File: config.mk
export PLATFORM = sky130hd
export DESIGN_NAME = hamming_decoder
export DESIGN_NICKNAME = d
export VERILOG_FILES = /design/src/rtl/hamming_decoder.sv
export SDC_FILE = /design/constraint.sdc
export NUM_CORES = 1
export LEC_CHECK = 0
export CAP_MARGIN = 5
export CELL_PAD_IN_SITES_DETAIL_PLACEMENT = 0
export CELL_PAD_IN_SITES_GLOBAL_PLACEMENT = 1
export CORE_ASPECT_RATIO = 0.8
export CORE_UTILIZATION = 37
export CTS_CLUSTER_DIAMETER = 30
export CTS_CLUSTER_SIZE = 20
export DETAILED_ROUTE_END_ITERATION = 8
export PLACE_DENSITY_LB_ADDON = 0.1
export SLEW_MARGIN = 10
export SYNTH_ARGS = -nofsm -noshare
export SYNTH_HDL_FRONTEND = slang
export SYNTH_SLANG_ARGS = --single-unit
File: constraint.sdc
create_clock -name clk -period 2.35 [get_ports clk]
set_input_delay 0.705 -clock clk [delete_from_list [all_inputs] [get_ports clk]]
set_output_delay 0.705 -clock clk [all_outputs]
set_load 0.02 [all_outputs]
File: src/rtl/hamming_decoder.sv
// Receive-side (7,4) Hamming stage: deserializes codewords, corrects single-bit errors,
// and re-serializes the data. Define HAMMING_DECODER_ERRCNT_EN to enable the corrected-word counter.
module hamming_decoder (
  input  logic       clk,
  input  logic       reset,
  input  logic       s_in,
  input  logic       s_valid,
  input  logic       sync_clr,
  output logic [3:0] data_out,
  output logic       data_valid,
  output logic       err_corrected,
  output logic [2:0] syndrome,
  output logic       s_out,
  output logic       s_out_valid,
  output logic [7:0] err_count
);

  typedef enum logic {IDLE, SHIFT} ser_state_t;

  ser_state_t state;
  logic [2:0] bit_cnt;
  logic [5:0] sr;
  logic       complete;
  logic [6:0] cw;
  logic [6:0] cw_fix;
  logic [2:0] syn;
  logic [3:0] data_fix;
  logic [2:0] sh_data;
  logic [1:0] sh_cnt;

  // sync_clr suppresses completion even when it coincides with the 7th bit
  always_comb begin
    complete = s_valid && !sync_clr && (bit_cnt == 3'd6);
    cw       = {sr, s_in};
    syn      = {cw[3] ^ cw[4] ^ cw[5] ^ cw[6],
                cw[1] ^ cw[2] ^ cw[5] ^ cw[6],
                cw[0] ^ cw[2] ^ cw[4] ^ cw[6]};
    cw_fix   = cw;
    if (syn != 3'd0)
      cw_fix = cw ^ (7'd1 << (syn - 3'd1));
    data_fix = {cw_fix[6], cw_fix[5], cw_fix[4], cw_fix[2]};
  end

  always_ff @(posedge clk or negedge reset) begin
    if (!reset) begin
      bit_cnt <= 3'd0;
      sr      <= 6'd0;
    end else if (sync_clr) begin
      bit_cnt <= 3'd0;
      sr      <= 6'd0;
    end else if (s_valid) begin
      sr      <= {sr[4:0], s_in};
      bit_cnt <= complete ? 3'd0 : bit_cnt + 3'd1;
    end
  end

  always_ff @(posedge clk or negedge reset) begin
    if (!reset) begin
      data_out      <= 4'd0;
      data_valid    <= 1'b0;
      err_corrected <= 1'b0;
      syndrome      <= 3'd0;
    end else begin
      data_valid <= complete;
      if (complete) begin
        data_out      <= data_fix;
        syndrome      <= syn;
        err_corrected <= (syn != 3'd0);
      end
    end
  end

  // A completion always (re)loads the serializer, even mid-burst
  always_ff @(posedge clk or negedge reset) begin
    if (!reset) begin
      state       <= IDLE;
      s_out       <= 1'b0;
      s_out_valid <= 1'b0;
      sh_data     <= 3'd0;
      sh_cnt      <= 2'd0;
    end else if (complete) begin
      state       <= SHIFT;
      s_out       <= data_fix[3];
      s_out_valid <= 1'b1;
      sh_data     <= data_fix[2:0];
      sh_cnt      <= 2'd0;
    end else begin
      case (state)
        SHIFT: begin
          if (sh_cnt == 2'd3) begin
            state       <= IDLE;
            s_out       <= 1'b0;
            s_out_valid <= 1'b0;
          end else begin
            s_out   <= sh_data[2];
            sh_data <= {sh_data[1:0], 1'b0};
            sh_cnt  <= sh_cnt + 2'd1;
          end
        end
        default: begin
          s_out       <= 1'b0;
          s_out_valid <= 1'b0;
        end
      endcase
    end
  end

`ifdef HAMMING_DECODER_ERRCNT_EN
  always_ff @(posedge clk or negedge reset) begin
    if (!reset)
      err_count <= 8'd0;
    else if (complete && (syn != 3'd0) && (err_count != 8'hFF))
      err_count <= err_count + 8'd1;
  end
`else
  assign err_count = 8'd0;
`endif

endmodule

## Yosys cells after proc, flatten, opt, wreduce, memory -nomap -nowiden

Cells that the tools add are included.

- Add/sub/neg operators: 3
- Equal/unequal tests: 4
- Shifts and indexed selects: 1
- Multiplexer cells: 21
- Bitwise logic cells: 10
- Reduce and logical (&&, ||, !) cells: 7

Operators by type and width:

| kind | number |
|---|---|
| $mux 3 | 6 |
| $mux 6 | 2 |
| $mux 1 | 9 |
| $xor 1x1->1 | 9 |
| $mux 7 | 1 |
| $shl 1x3->7 const A | 1 |
| $xor 7x7->7 | 1 |
| $mux 2 | 3 |
| $reduce_bool 2->1 | 2 |
| $add 3x1->3 const B | 1 |
| $eq 3x3->1 const B | 1 |
| $ne 3x1->1 const B | 1 |
| $reduce_bool 3->1 | 1 |
| $sub 3x1->3 const B | 1 |
| $add 2x1->2 const B | 1 |
| $eq 2x2->1 const B | 1 |
| $logic_and 1x1->1 | 2 |
| $ne 2x2->1 const B | 1 |
| $reduce_and 2->1 | 1 |
| $logic_not 1->1 | 1 |

- Register bits: 26
- Bits of input ports: 5
- Output and inout port bits: 19
- Logic and storage cells: 57

## Logic depth before layout (Yosys ltp)

- Depth after elaboration: 8
- Gate-level depth with buffers: 10
- Depth with buffers taken out: 8

## Worst setup path before layout

No wires, ideal clock.

- Path type: input port to flip-flop
- From: input s_in
- To: register data_out[1]
- Library setup time: 138 ps
- Arrival time: 2,342 ps
- Required time: 2,212 ps
- Path slack: -130 ps
- Stages: 8
- Buffers on the path: 1
- Cells stage by stage: xnor2_2 -> buf_6 -> or3_1 -> nand2_1 -> ha_1 -> or2_2 -> a2111oi_2 -> a21oi_1

- Word-level cells in the longest chain between the ends: 7
- Elaborated cells on any way between the ends: 8
- Those cells by class: add/sub: 1; shift: 1; mux: 1; bitwise: 4; reduce/logical: 1

RTL lines:

| what | line | RTL |
|---|---|---|
| start: declaration | 6 | `input logic s_in,` |
| $xor 1x1->1 (*) (3 in series) | 37 | `cw[0] ^ cw[2] ^ cw[4] ^ cw[6]};` |
| $sub 3x1->3 | 40 | `cw_fix = cw ^ (7'd1 << (syn - 3'd1));` |
| $shl 1x3->7 | 40 |  |
| $xor 7x7->7 | 40 |  |
| $mux 7 (*) | 39 | `if (syn != 3'd0)` |
| end signal: assignment | 66 | `data_out <= data_fix;` |
| end: declaration | 9 | `output logic [3:0] data_out,` |

Every way passes the cells marked *; elsewhere a longest branch is shown, timed or not.
A chain may end at the register's enable or synchronous reset.

## Worst setup path after layout

- From: register sr[4]
- To: register data_out[1]

- Word-level cells in the longest chain between the ends: 6
- Elaborated cells on any way between the ends: 9
- Those cells by class: add/sub: 1; shift: 1; mux: 1; bitwise: 5; reduce/logical: 1

RTL lines:

| what | line | RTL |
|---|---|---|
| start: declaration | 22 | `logic [5:0] sr;` |
| start signal: assignment | 52 | `sr <= {sr[4:0], s_in};` |
| $xor 1x1->1, on equally long branches (2 in series) | 36, 35 |  |
| $sub 3x1->3 | 40 |  |
| $shl 1x3->7 | 40 |  |
| $xor 7x7->7 | 40 |  |
| $mux 7 (*) | 39 |  |

Marked as above.

==> reports/metrics.yaml <==
die_y_um: 59.5
p_leak_nw: 0.836
hold_slack_ps: 479
fin_cells: 229
outcome: "complete, no violations"
wl_per_cell_um: 13.4
start_util_pct: 39.4
synthesis.instances: 154
route.detailed.drc: 0
utilization_pct: 48.1
cts_root_buffer: "clkbuf_8"
drt_iter0_drc: 62
ys.flop_type: "dfrtp_1"
io_pins: 24
fin_skew_ps: 4.03
drv_slew: 0
holdCritStartpoint: "s_out_valid"
synth.area.top_cells: "dfrtp_1, mux2i_1, buf_4, nand2_1, nor2_1"
grtUsageTotal_pct: 16.2
endpoint_kind: "register"
viasPerCell: 4.78
synth_top_area_share_pct: 42.6
worstHoldPathType: "register to register"
final.fill_count: 381
synthArstFlopShare_pct: 100
ys_warn_count: 0
drv_cap: 0
critPathArrivalTime_ps: 2370
place_ws_ps: -484
reg2reg_from: "sr[4]"
cts_setup_buffers: 0
setup_viol: 0
dr_total_vias: 1094
cts.sinks: 26
routed_wl_mm: 3.06
placed_cells: 225
port_buffers: 15
setup_slack_ps: 136
cp-start-kind: "register"
post-dp-hpwl_mm: 2.20
die_w_um: 73.9
rsz0062_at_grt: "false"
synth-seq-area-share_pct: 42.6
synth_commonest_cells: "dfrtp_1, nand2_1, nor2_1"
clkLatencyLatePin_ps: 270
synth-seq-cells: 26
ctsHoldBuffers: 0
p_per_area_nw_per_um2: 521
worstPathRequired_ps: 2500
die-area_um2: 4390
hold_viol_final: 0
htree_levels: 1
core_area_um2: 3880
synth.most_common_cell: "dfrtp_1"
overflow: 0
finalPower_mw: 0.972
synth_edf_count: 0
antenna_found_initial: 0
vdd_ir_drop_max_v: 0.000340
syn_to_final_growth_pct: 22.1
place_congestion: 0.828
cts.clk_slew.worst_paths_ps: 90
grt_max_degree: 27
max_freq_ghz: 0.452
detail-route-antenna-nets: 0
clk_path_buf_depth: 2
drive_gt1_share_pct: 20.1
cp_max_fo: 5
netlist_area_um2: 1530
setup_tns_ps: 0
cp-startpoint: "sr[4]"
synth_area_per_cell_um2: 9.93
grt_pass1_vias: 1027
min_period_over_period_pct: 94.2
synth_top_area_cell: "dfrtp_1"
first_pass_iters: 4
antennaDiodeCount: 0
row_count: 20
critPathKind: "register to register"
grt_pass1_wl_mm: 5.24
synth_cell_type_count: 37
dpl-instance-area_um2: 1750
cts_made_buffers: 3
finalNetCount: 184
cts_tree: "yes"
fin_area_um2: 1870
min_period_ps: 2210
## timing repair
item	in CTS	in global routing
cloned	0	0
setup endpoints to repair	6	4
pin swaps	0	2
gates resized for setup	3	8
## cells in the final DEF (no fill, tap or decap), types with 2 or more instances in the layout
cell / Yosys / layout
nor2_1: 16 / 15
nor3_1: 2 / 2
clkdlybuf4s50_1: 0 / 14
nand2b_1: 4 / 4
conb_1: 1 / 8
xnor2_1: 6 / 4
o21a_1: 2 / 2
buf_4: 9 / 12
nand2_1: 17 / 16
dfrtp_1: 26 / 25
xnor2_2: 2 / 4
inv_1: 2 / 2
mux2i_1: 8 / 8
o21ai_1: 6 / 7
o21ai_0: 7 / 6
ha_1: 4 / 3
a21oi_1: 9 / 9
and3_1: 2 / 2
clkbuf_8: 0 / 3
nand3_1: 5 / 5
## report_power, final
group          switching, mW  internal (mW)  total, mW
registers            0.00754          0.454      0.462
logic                 0.0760         0.0535      0.129
clock network          0.153          0.228      0.381
total                  0.236          0.736      0.972
## per-layer routing
| metal | global-route usage, % | wire, um | vias up |
|---|---|---|---|
| met2 | 25.0 | 1380 | 23 |
| li1 | - | - | 553 |
| met5 | 0 | 0 | - |
| met3 | 4.42 | 113 | 4 |
| met4 | 4.95 | 43 | 0 |
| met1 | 22.2 | 1530 | 514 |
## path summary, 6_finish.rpt
check | slack, ps | endpoint | cells after the start
max | 140 | data_out[1] | 7
min | 480 | s_out_valid | 2
max reg2reg | 140 | data_out[1] | 7
min reg2reg | 480 | s_out_valid | 2
max in group asynchronous | 1290 | sr[3] | 2
min in group asynchronous | 790 | bit_cnt[2] | 2
## sequential cells by signal, summed over array words and instances (netlist names)
name	flops
data_out	4
sh_data	3
sr	6
sh_cnt	2
err_corrected	1
data_valid	1
bit_cnt	3
syndrome	3
s_out	1
state	1
s_out_valid	1
## worst max-delay path, stage by stage (launching register included)
cell	delay, ps
dfrtp_1	490
xnor2_2	180
or3_4	390
nand2_2	90
ha_4	210
or2_4	260
a2111oi_4	370
a21oi_1	110
## area by class of cell
type                            count  area [um^2]  share of cell area [%]
Inverter                            3         11.3                   0.603
Clock inverter                      1         30.0                    1.61
Timing Repair Buffer               27          235                    12.6
Sequential cell                    26          652                    34.9
Multi-Input combinational cell    114          828                    44.4
Clock buffer                        3         41.3                    2.21
Tap cell                           55         68.8                    3.69
## logic make-up after synthesis
group           after synthesis  share of synthesized area (%)
compound gates               33                           15.0
simple gates                 51                           16.0
fa+ha+maj                     4                           3.27
mux                           8                           5.24
other cells                   1                          0.245
flops                        26                           42.6
xor+xnor                     10                           7.94
buf+inv                      21                           9.74
Note: power is estimated with default switching activity, not from simulation.
